## src/rtl/uart_pkg.sv

```systemverilog
// -----------------------------------------------------------------------------
// uart_pkg : shared encodings, FSM state types and parity helpers for the UART.
// Revision : 1.0
// -----------------------------------------------------------------------------
`default_nettype none

package uart_pkg;

   localparam logic [1:0] PARITY_NONE = 2'b00;
   localparam logic [1:0] PARITY_ODD  = 2'b01;
   localparam logic [1:0] PARITY_EVEN = 2'b10;

   localparam int OVERSAMPLE = 16;
   localparam int MID_SAMPLE = 8;

   localparam int ERR_PARITY = 0;
   localparam int ERR_START  = 1;
   localparam int ERR_STOP   = 2;

   typedef enum logic [2:0] {
      TX_IDLE   = 3'd0,
      TX_START  = 3'd1,
      TX_DATA   = 3'd2,
      TX_PARITY = 3'd3,
      TX_STOP   = 3'd4
   } tx_state_t;

   typedef enum logic [2:0] {
      RX_IDLE   = 3'd0,
      RX_START  = 3'd1,
      RX_DATA   = 3'd2,
      RX_PARITY = 3'd3,
      RX_STOP   = 3'd4,
      RX_PUSH   = 3'd5
   } rx_state_t;

   function automatic logic parity_enabled(input logic [1:0] ptype);
      return (ptype == PARITY_ODD) || (ptype == PARITY_EVEN);
   endfunction

   // xor_data is the XOR reduction of the data bits
   function automatic logic parity_bit(input logic [1:0] ptype, input logic xor_data);
      return (ptype == PARITY_ODD) ? ~xor_data : xor_data;
   endfunction

endpackage

`default_nettype wire

```

## src/rtl/uart_sync_fifo.sv

```systemverilog
// -----------------------------------------------------------------------------
// uart_sync_fifo : synchronous first-word-fall-through FIFO, valid/ready on both sides.
// Revision       : 1.0
// -----------------------------------------------------------------------------
`default_nettype none

module uart_sync_fifo #(
   parameter int WIDTH = 8,
   parameter int DEPTH = 8
) (
   input  logic             clock,
   input  logic             reset,
   input  logic [WIDTH-1:0] push_data,
   input  logic             push_valid,
   output logic             push_ready,
   output logic [WIDTH-1:0] pop_data,
   output logic             pop_valid,
   input  logic             pop_ready
);

   localparam int c_addr_w = $clog2(DEPTH);

   // One extra pointer bit distinguishes full from empty when the indices match
   logic [c_addr_w:0]  r_wr_ptr;
   logic [c_addr_w:0]  r_rd_ptr;
   logic [WIDTH-1:0]   r_mem [DEPTH];
   logic               w_full;
   logic               w_empty;
   logic               w_push;
   logic               w_pop;

   assign w_full  = (r_wr_ptr[c_addr_w] != r_rd_ptr[c_addr_w]) &&
                    (r_wr_ptr[c_addr_w-1:0] == r_rd_ptr[c_addr_w-1:0]);
   assign w_empty = (r_wr_ptr == r_rd_ptr);
   assign w_push  = push_valid && !w_full;
   assign w_pop   = pop_ready && !w_empty;

   assign push_ready = !w_full;
   assign pop_valid  = !w_empty;
   assign pop_data   = r_mem[r_rd_ptr[c_addr_w-1:0]];

   always_ff @(posedge clock) begin
      if (reset) begin
         r_wr_ptr <= '0;
         r_rd_ptr <= '0;
      end else begin
         if (w_push) r_wr_ptr <= r_wr_ptr + 1'b1;
         if (w_pop)  r_rd_ptr <= r_rd_ptr + 1'b1;
      end
   end

   always_ff @(posedge clock) begin
      if (w_push) r_mem[r_wr_ptr[c_addr_w-1:0]] <= push_data;
   end

endmodule

`default_nettype wire

```

## src/rtl/uart_duplex_fifo.sv

```systemverilog
// -----------------------------------------------------------------------------
// uart_duplex_fifo : buffered full-duplex UART with sticky error/overflow flags.
//                    Define UART_LOOPBACK_EN to add the internal loopback port.
// Revision         : 1.0
// -----------------------------------------------------------------------------
`default_nettype none

module uart_duplex_fifo #(
   parameter int DATA_WIDTH = 8,
   parameter int FIFO_DEPTH = 8,
   parameter int CLK_DIV    = 4
) (
   input  logic                  clock,
   input  logic                  reset,
   input  logic [1:0]            parity_type,
   input  logic [DATA_WIDTH-1:0] tx_data,
   input  logic                  tx_valid,
   output logic                  tx_ready,
   output logic [DATA_WIDTH-1:0] rx_data,
   output logic                  rx_valid,
   input  logic                  rx_ready,
`ifdef UART_LOOPBACK_EN
   input  logic                  loopback,
`endif
   input  logic                  rxd,
   output logic                  txd,
   output logic                  tx_active_flag,
   output logic                  rx_active_flag,
   output logic [2:0]            error_flag,
   output logic                  rx_overflow,
   input  logic                  error_clear
);

   import uart_pkg::*;

   localparam int c_tick_w = (CLK_DIV > 1) ? $clog2(CLK_DIV) : 1;
   localparam int c_idx_w  = $clog2(DATA_WIDTH);

   logic [c_tick_w-1:0]   r_tick_cnt;
   logic                  w_tick;

   tx_state_t             r_tx_state;
   tx_state_t             w_tx_state_nxt;
   logic [3:0]            r_tx_cnt;
   logic [3:0]            w_tx_cnt_nxt;
   logic [c_idx_w-1:0]    r_tx_idx;
   logic [c_idx_w-1:0]    w_tx_idx_nxt;
   logic [DATA_WIDTH-1:0] r_tx_shift;
   logic [DATA_WIDTH-1:0] w_tx_shift_nxt;
   logic                  r_tx_par;
   logic                  w_tx_par_nxt;
   logic                  w_tx_pop;
   logic [DATA_WIDTH-1:0] w_txf_data;
   logic                  w_txf_valid;
   logic                  w_tx_serial;

   logic                  r_sync1;
   logic                  r_sync2;
   logic                  w_rx_src;
   logic                  w_rx_in;
   rx_state_t             r_rx_state;
   rx_state_t             w_rx_state_nxt;
   logic [3:0]            r_rx_cnt;
   logic [3:0]            w_rx_cnt_nxt;
   logic [c_idx_w-1:0]    r_rx_idx;
   logic [c_idx_w-1:0]    w_rx_idx_nxt;
   logic [DATA_WIDTH-1:0] r_rx_shift;
   logic [DATA_WIDTH-1:0] w_rx_shift_nxt;
   logic                  w_rx_push;
   logic                  w_rxf_ready;

   logic [2:0]            r_err;
   logic [2:0]            w_err_set;
   logic                  r_ovf;
   logic                  w_ovf_set;

   assign w_tick = (r_tick_cnt == c_tick_w'(CLK_DIV - 1));

   always_ff @(posedge clock) begin
      if (reset)       r_tick_cnt <= '0;
      else if (w_tick) r_tick_cnt <= '0;
      else             r_tick_cnt <= r_tick_cnt + 1'b1;
   end

   uart_sync_fifo #(
      .WIDTH (DATA_WIDTH),
      .DEPTH (FIFO_DEPTH)
   ) u_tx_fifo (
      .clock      (clock),
      .reset      (reset),
      .push_data  (tx_data),
      .push_valid (tx_valid),
      .push_ready (tx_ready),
      .pop_data   (w_txf_data),
      .pop_valid  (w_txf_valid),
      .pop_ready  (w_tx_pop)
   );

   // Every non-idle state advances only on ticks and lasts exactly 16 of them
   always_comb begin
      w_tx_state_nxt = r_tx_state;
      w_tx_cnt_nxt   = r_tx_cnt;
      w_tx_idx_nxt   = r_tx_idx;
      w_tx_shift_nxt = r_tx_shift;
      w_tx_par_nxt   = r_tx_par;
      w_tx_pop       = 1'b0;
      if (w_tick) begin
         if (r_tx_state == TX_IDLE) begin
            if (w_txf_valid) begin
               w_tx_pop       = 1'b1;
               w_tx_shift_nxt = w_txf_data;
               w_tx_par_nxt   = parity_bit(parity_type, ^w_txf_data);
               w_tx_cnt_nxt   = 4'd0;
               w_tx_state_nxt = TX_START;
            end
         end else begin
            w_tx_cnt_nxt = r_tx_cnt + 4'd1;
            if (r_tx_cnt == 4'(OVERSAMPLE - 1)) begin
               case (r_tx_state)
                  TX_START: begin
                     w_tx_idx_nxt   = '0;
                     w_tx_state_nxt = TX_DATA;
                  end
                  TX_DATA: begin
                     if (r_tx_idx == c_idx_w'(DATA_WIDTH - 1)) begin
                        w_tx_state_nxt = parity_enabled(parity_type) ? TX_PARITY : TX_STOP;
                     end else begin
                        w_tx_shift_nxt = {1'b0, r_tx_shift[DATA_WIDTH-1:1]};
                        w_tx_idx_nxt   = r_tx_idx + 1'b1;
                     end
                  end
                  TX_PARITY: w_tx_state_nxt = TX_STOP;
                  TX_STOP: begin
                     if (w_txf_valid) begin
                        w_tx_pop       = 1'b1;
                        w_tx_shift_nxt = w_txf_data;
                        w_tx_par_nxt   = parity_bit(parity_type, ^w_txf_data);
                        w_tx_state_nxt = TX_START;
                     end else begin
                        w_tx_state_nxt = TX_IDLE;
                     end
                  end
                  default: w_tx_state_nxt = TX_IDLE;
               endcase
            end
         end
      end
   end

   always_ff @(posedge clock) begin
      if (reset) begin
         r_tx_state <= TX_IDLE;
         r_tx_cnt   <= '0;
         r_tx_idx   <= '0;
         r_tx_shift <= '0;
         r_tx_par   <= 1'b0;
      end else begin
         r_tx_state <= w_tx_state_nxt;
         r_tx_cnt   <= w_tx_cnt_nxt;
         r_tx_idx   <= w_tx_idx_nxt;
         r_tx_shift <= w_tx_shift_nxt;
         r_tx_par   <= w_tx_par_nxt;
      end
   end

   always_comb begin
      w_tx_serial = 1'b1;
      case (r_tx_state)
         TX_START:  w_tx_serial = 1'b0;
         TX_DATA:   w_tx_serial = r_tx_shift[0];
         TX_PARITY: w_tx_serial = r_tx_par;
         default:   w_tx_serial = 1'b1;
      endcase
   end

`ifdef UART_LOOPBACK_EN
   assign w_rx_src = loopback ? w_tx_serial : rxd;
   assign txd      = loopback ? 1'b1 : w_tx_serial;
`else
   assign w_rx_src = rxd;
   assign txd      = w_tx_serial;
`endif

   always_ff @(posedge clock) begin
      if (reset) begin
         r_sync1 <= 1'b1;
         r_sync2 <= 1'b1;
      end else begin
         r_sync1 <= w_rx_src;
         r_sync2 <= r_sync1;
      end
   end

   assign w_rx_in = r_sync2;

   // Start bit is checked mid-bit; each later bit is sampled 16 ticks apart
   always_comb begin
      w_rx_state_nxt = r_rx_state;
      w_rx_cnt_nxt   = r_rx_cnt;
      w_rx_idx_nxt   = r_rx_idx;
      w_rx_shift_nxt = r_rx_shift;
      w_rx_push      = 1'b0;
      w_err_set      = 3'b000;
      case (r_rx_state)
         RX_IDLE: begin
            if (w_tick && !w_rx_in) begin
               w_rx_cnt_nxt   = 4'd0;
               w_rx_state_nxt = RX_START;
            end
         end
         RX_START: begin
            if (w_tick) begin
               w_rx_cnt_nxt = r_rx_cnt + 4'd1;
               if (r_rx_cnt == 4'(MID_SAMPLE - 1)) begin
                  w_rx_cnt_nxt = 4'd0;
                  if (w_rx_in) begin
                     w_err_set[ERR_START] = 1'b1;
                     w_rx_state_nxt       = RX_IDLE;
                  end else begin
                     w_rx_idx_nxt   = '0;
                     w_rx_state_nxt = RX_DATA;
                  end
               end
            end
         end
         RX_DATA: begin
            if (w_tick) begin
               w_rx_cnt_nxt = r_rx_cnt + 4'd1;
               if (r_rx_cnt == 4'(OVERSAMPLE - 1)) begin
                  w_rx_shift_nxt = {w_rx_in, r_rx_shift[DATA_WIDTH-1:1]};
                  if (r_rx_idx == c_idx_w'(DATA_WIDTH - 1))
                     w_rx_state_nxt = parity_enabled(parity_type) ? RX_PARITY : RX_STOP;
                  else
                     w_rx_idx_nxt = r_rx_idx + 1'b1;
               end
            end
         end
         RX_PARITY: begin
            if (w_tick) begin
               w_rx_cnt_nxt = r_rx_cnt + 4'd1;
               if (r_rx_cnt == 4'(OVERSAMPLE - 1)) begin
                  if (w_rx_in != parity_bit(parity_type, ^r_rx_shift))
                     w_err_set[ERR_PARITY] = 1'b1;
                  w_rx_state_nxt = RX_STOP;
               end
            end
         end
         RX_STOP: begin
            if (w_tick) begin
               w_rx_cnt_nxt = r_rx_cnt + 4'd1;
               if (r_rx_cnt == 4'(OVERSAMPLE - 1)) begin
                  if (!w_rx_in) w_err_set[ERR_STOP] = 1'b1;
                  w_rx_state_nxt = RX_PUSH;
               end
            end
         end
         RX_PUSH: begin
            w_rx_push      = 1'b1;
            w_rx_state_nxt = RX_IDLE;
         end
         default: w_rx_state_nxt = RX_IDLE;
      endcase
   end

   always_ff @(posedge clock) begin
      if (reset) begin
         r_rx_state <= RX_IDLE;
         r_rx_cnt   <= '0;
         r_rx_idx   <= '0;
         r_rx_shift <= '0;
      end else begin
         r_rx_state <= w_rx_state_nxt;
         r_rx_cnt   <= w_rx_cnt_nxt;
         r_rx_idx   <= w_rx_idx_nxt;
         r_rx_shift <= w_rx_shift_nxt;
      end
   end

   uart_sync_fifo #(
      .WIDTH (DATA_WIDTH),
      .DEPTH (FIFO_DEPTH)
   ) u_rx_fifo (
      .clock      (clock),
      .reset      (reset),
      .push_data  (r_rx_shift),
      .push_valid (w_rx_push),
      .push_ready (w_rxf_ready),
      .pop_data   (rx_data),
      .pop_valid  (rx_valid),
      .pop_ready  (rx_ready)
   );

   assign w_ovf_set = w_rx_push && !w_rxf_ready;

   // A new error in the same cycle as error_clear survives the clear
   always_ff @(posedge clock) begin
      if (reset) begin
         r_err <= 3'b000;
         r_ovf <= 1'b0;
      end else begin
         r_err <= (error_clear ? 3'b000 : r_err) | w_err_set;
         r_ovf <= (error_clear ? 1'b0 : r_ovf) | w_ovf_set;
      end
   end

   assign error_flag     = r_err;
   assign rx_overflow    = r_ovf;
   assign tx_active_flag = (r_tx_state != TX_IDLE);
   assign rx_active_flag = (r_rx_state != RX_IDLE);

endmodule

`default_nettype wire

```

## config.mk

```make
export PLATFORM = sky130hd
export DESIGN_NAME = uart_duplex_fifo
export DESIGN_NICKNAME = d
export VERILOG_FILES = /design/src/rtl/uart_pkg.sv /design/src/rtl/uart_sync_fifo.sv /design/src/rtl/uart_duplex_fifo.sv
export SDC_FILE = /design/constraint.sdc
export NUM_CORES = 1
export LEC_CHECK = 0
export BUFFER_PORTS_ARGS = -buffer_cell sky130_fd_sc_hd__buf_2
export CAP_MARGIN = 20
export CELL_PAD_IN_SITES_DETAIL_PLACEMENT = 0
export CELL_PAD_IN_SITES_GLOBAL_PLACEMENT = 1
export CORE_UTILIZATION = 30
export DETAILED_ROUTE_END_ITERATION = 8
export PLACE_DENSITY = 0.49
export SLEW_MARGIN = 20
export SYNTH_ARGS = -nofsm -noshare
export SYNTH_HDL_FRONTEND = slang
export SYNTH_SLANG_ARGS = --single-unit
```

## constraint.sdc

```tcl
create_clock -name clock -period 3.25 [get_ports clock]
set_input_delay 0.4875 -clock clock [delete_from_list [all_inputs] [get_ports clock]]
set_output_delay 0.4875 -clock clock [all_outputs]
set_load 0.05 [all_outputs]
```

# After elaboration in Yosys (flattened, before gate mapping)
# Memories as Yosys holds them, arrays and structs flattened. A register that Yosys moved wholly into a read port is not among the register bits.
# Cells that the tools add are included.
# W data, S select, Z words.
# word_totals
register_bits,61
mem_bits_rw,128
output_inout_bits,17
wordCells,187
mem_count,2
# op_classes
addsub,9
n_eq_ne,41
mux,75
n_bitwise,5
n_reduce_logical,37
# memory_table
memory,depth,width,read_ports,rd_ports_with_merged_regs,write_ports,line,rtl
u_rx_fifo.r_mem,8,8,1,1,1,uart_sync_fifo.sv:26,logic [WIDTH-1:0] r_mem [DEPTH];
u_tx_fifo.r_mem,8,8,1,1,1,uart_sync_fifo.sv:26,
# ops
op,count
$mux W3,27
$mux W8,4
$mux W1,30
$ne A2 B2 Y1 const B,14
$add A4 B1 Y4 const B,6
$mux W4,6
$pmux W8 S2,1
$reduce_xor A8 Y1,2
$eq A3 B3 Y1 const B,5
$pmux W3 S5,1
$eq A3 B2 Y1 const B,4
$pmux W3 S2,2
$pmux W3 S4,1
$pmux W4 S3,1
$reduce_and A4 Y1,3
$reduce_bool A3 Y1,4
$reduce_and A10 Y1,1
$eq A4 B4 Y1,2
$eq A4 B4 Y1 const B,2
$logic_and A1 B1 Y1,8
$reduce_bool A2 Y1,4
$reduce_and A7 Y1,1
$add A3 B1 Y3 const B,2
$eq A3 B1 Y1 const B,2
21 further kinds,34

# Logic depth before layout (Yosys ltp)
# logic_depth
depth_word,9
ltp_mapped,8
ltp_nobuf,8

# By module
# From an unflattened synthesis, not the netlist that was laid out.
# hier_totals
hier_cells,636
hier_area_um2,8710.9
# modules_own_cells
module,n_inst,cells_each,area_per_inst_um2,seq_area_each_um2
uart_sync_fifo,2,178,3175.5,2142.1
uart_duplex_fifo,1,280,2359.8,900.9

# Worst setup path before layout
# No wires, ideal clock.
# synth_path
path_type,reg-to-reg
from,register u_tx_fifo.r_wr_ptr[0]
to,memory u_tx_fifo.r_mem[0][0] (enable)
setup_ns,0.383
t_arrival_ns,2.289
slack_ns,0.577
path_stages_with_launch,7
period_less_slack_ns,2.673
path_cell_list,dfxtp_1 > clkbuf_1 > xnor2_1 > nand4_1 > nand2_1 > or2_2 > nor3_1
# synth_between
elab_chain_len,6
# synth_rtl
item,line,rtl
start: declaration,uart_sync_fifo.sv:24,logic [c_addr_w:0] r_wr_ptr;
start signal: assignment,uart_sync_fifo.sv:47,if (w_push) r_wr_ptr <= r_wr_ptr + 1'b1;
$eq A3 B3 Y1,uart_sync_fifo.sv:33,(r_wr_ptr[c_addr_w-1:0] == r_rd_ptr[c_addr_w-1:0]);
$logic_and A1 B1 Y1,uart_sync_fifo.sv:32,assign w_full = (r_wr_ptr[c_addr_w] != r_rd_ptr[c_addr_w]) &&
$logic_not A1 Y1,n/a,
via tx_ready,uart_duplex_fifo.sv:18,"output logic tx_ready,"
$logic_and A1 B1 Y1,uart_sync_fifo.sv:35,assign w_push = push_valid && !w_full;
$mux W1,uart_sync_fifo.sv:53,if (w_push) r_mem[r_wr_ptr[c_addr_w-1:0]] <= push_data;
$mux W1 (not written as such),uart_sync_fifo.sv:53,
end: declaration,uart_sync_fifo.sv:26,
# The timed path passes the listed nets, and every way through them passes these cells.

==> results.yml <==
floorplanning:
  die_y_um: 166.3
  ioPinCount: 33
  coreArea_sq_mm: 0.02628
  die_w_um: 166.3
  core.rowCount: 59
  initial_core_util_pct: 30.82
  die_area_sq_mm: 0.02766
route:
  dr.pass1.iters: 8
  routedWlPerCell_um: 16.26
  drtIter0Drc: 244
  wirelength_um: 16000
  vias: 4726
  viasPerCell: 4.803
  drc: 6
  ant_nets: 0
sta:
  period_share_pct: 81.67
  slew_headroom_pct: 56.55
  worst_pin_slew_ns: 0.6450
  final_hold_viol_count: 0
  drv_slew: 0
  fmax_ghz: 0.3767
  tns_ns: 0
  rsz0062_at_grt: "false"
  finalClockSkew_ns: 0.01458
  setup_viol: 0
  fin_crit_ns: 2.654
synth:
  synth_flop_cell: "edfxtp_1"
  async_flop_share_pct: 0
  yosysSeqAreaShare_pct: 64.02
  syn_inst: 590
  yosysWarnings: 0
  synth_fp_nets: 618
  ys_seq_elements: 195
  netlist_area_sq_mm: 0.008099
  synth.avg_cell_area_sq_um: 13.73
  synth_edf_count: 128
  synthDistinctLibCells: 51
cts:
  clockBufferDepth: 2
  clkSlewWorstSetupHoldPaths_ns: 0.08
  cts_buffers: 17
  root_buffer: "clkbuf_16"
  clock_latency_ns: 0.44
  cts_resized: 0
  postCtsSetupBuffers: 0
  cts_tree: "built"
  ctsHoldBuffers: 0
  cts_num_sinks: 195
  cts_htree_levels: 4
final_layout:
  drive_gt1_share_pct: 20.34
  antenna_cells: 0
  areaGrowthSynthToFinish_pct: 15.87
  post-route-cell-area_sq_mm: 0.009384
  final_nets: 664
min_path:
  hold_path_class: "input port to flop"
power_and_ir_drop:
  ir_drop_mv: 0.2599
  p_leak_nw: 3.103
  powerDensity_mw_per_mm2: 542.9
status:
  violations: "DRC"
  status: "finished with violations"
global_route:
  grt_pass1_vias: 4855
  gr-total-overflow: 0
  grt_pass1_wl_um: 26320
  antenna_found_initial: 0
  grt_max_degree: 35
  grt_use_total_pct: 12.25
worst_setup_path:
  startpoint_type: "flop"
  cp_max_fo: 11
  cp_data_required_time_ns: 3.62
  end_kind: "flop"
  critPathKind: "flop to flop"
  crit_arrival_ns: 3.03
placed_design:
  gp_congestion: 0.7604
  placed_cell_area_sq_mm: 0.008737
  dp_hpwl_um: 10870
  io_buffer_count: 32
run:
  cap_violations: 0
worst max-delay path: stages, from the launching register on:
cell and delay, ns:
dfxtp_1 0.73, mux4_2 0.58, mux2i_1 0.31, xnor3_1 0.29, xnor2_1 0.15, or4_1 0.47
nand3_1 0.08
where the power goes:
group,switching [W],internal [W]
sequential,0.0000178,0.00265
combinational,0.000117,0.0000805
clock,0.00108,0.00114
Yosys cell counts (all sizes together), types with 4 or more instances:
cell type	instances	share of area [%]
edfxtp	128	47
dfxtp	67	17
buf	6	0.48
or2	4	0.31
mux2i	18	2.2
nand2b	7	0.54
mux2	9	1.3
mux4	32	9.0
clkbuf	24	1.1
xnor2	24	2.6
o21ai	12	0.74
or3	9	0.70
a21oi	28	1.7
nor2	74	3.4
nand4	9	0.70
xor2	11	1.2
nor3	12	0.74
ha	12	1.9
inv	8	0.37
nand2	38	1.8
o22ai	4	0.31
nand3	14	0.87
layout by cell type (no fill, tap or decap), types with 11 or more instances in the layout:
master | Yosys | final
buf_4 | 0 | 25
dfxtp_1 | 67 | 67
nand2_1 | 38 | 38
o21ai_0 | 11 | 11
nand3_1 | 14 | 14
nor3_1 | 12 | 12
a21oi_1 | 28 | 28
buf_2 | 1 | 32
xnor2_1 | 24 | 24
xor2_1 | 11 | 11
nor2_1 | 74 | 74
mux2i_1 | 18 | 18
mux4_2 | 29 | 29
edfxtp_1 | 128 | 128
clkbuf_16 | 0 | 17
ha_1 | 12 | 12
kinds of logic after synthesis:
| group | after synthesis | share of synthesized area [%] |
|---|---|---|
| adder cells (fa/ha/maj) | 12 | 1.854 |
| AO/OA/AOI/OAI | 65 | 4.882 |
| XOR/XNOR | 36 | 4.063 |
| buffers and inverters | 38 | 1.962 |
| multiplexers | 59 | 12.51 |
| flip-flops | 195 | 64.02 |
| AND/OR/NAND/NOR | 185 | 10.71 |
sequential cells by signal (all words and copies together) (netlist names), named ones only:
signal              cells
r_tx_state              3
u_tx_fifo.r_rd_ptr      4
r_sync2                 1
r_tx_cnt                4
u_rx_fifo.r_mem        64
rx_overflow             1
u_rx_fifo.r_wr_ptr      4
r_rx_state              3
error_flag              3
r_rx_shift              8
u_tx_fifo.r_wr_ptr      4
r_tx_par                1
r_tx_idx                3
u_tx_fifo.r_mem        64
u_rx_fifo.r_rd_ptr      4
r_tx_shift              8
r_rx_idx                3
r_sync1                 1
r_rx_cnt                4
r_tick_cnt              2
layer usage:
layer | track usage (%) | vias to the layer above | part of all wire [%]
met4 | 4.469 | 0 | 1.2
met3 | 2.383 | 13 | 2.8
li1 | - | 2305 | -
met5 | 0 | - | 0
met1 | 15.85 | 2339 | 47
met2 | 20.40 | 69 | 49
metrics by stage:
| step | worst slack, ns | instances | hold WS (ns) | total power, W | utilization (%) |
|---|---|---|---|---|---|
| CTS | 0.5522 | 984 | 0.2135 | 0.005160 | 35.71 |
| global route | 0.4240 | 984 | 0.2241 | 0.005279 | 35.71 |
| global placement | 0.6179 | 952 | 0.4053 | 0.002928 | 33.25 |
| finish | 0.5957 | 984 | 0.2339 | 0.005095 | 35.71 |
| floorplan | 0.5774 | 590 | 0.3895 | 0.002860 | - |
| detailed placement | 0.5652 | 952 | 0.4053 | 0.002930 | 33.25 |
path summary, 6_finish.rpt:
check             startpoint        to  slack (ns)  cells after the start
setup reg to reg        flop  r_tx_par        0.60                      6
setup / recovery        flop  r_tx_par        0.60                      6
hold / removal           rxd   r_sync1        0.23                      2
hold reg to reg      r_sync1   r_sync2        0.42                      1
area by class of cell:
cell class / count / area [sq um]
fill: 2525 / 16900
sequential: 195 / 5185
multi-input combinational: 357 / 2755
clock buffer: 17 / 425.4
tap: 335 / 419.2
timing repair buffer: 57 / 347.8
clock inverter: 15 / 221.5
inverter: 8 / 30.03
Note: power is estimated with default switching activity, not from simulation.
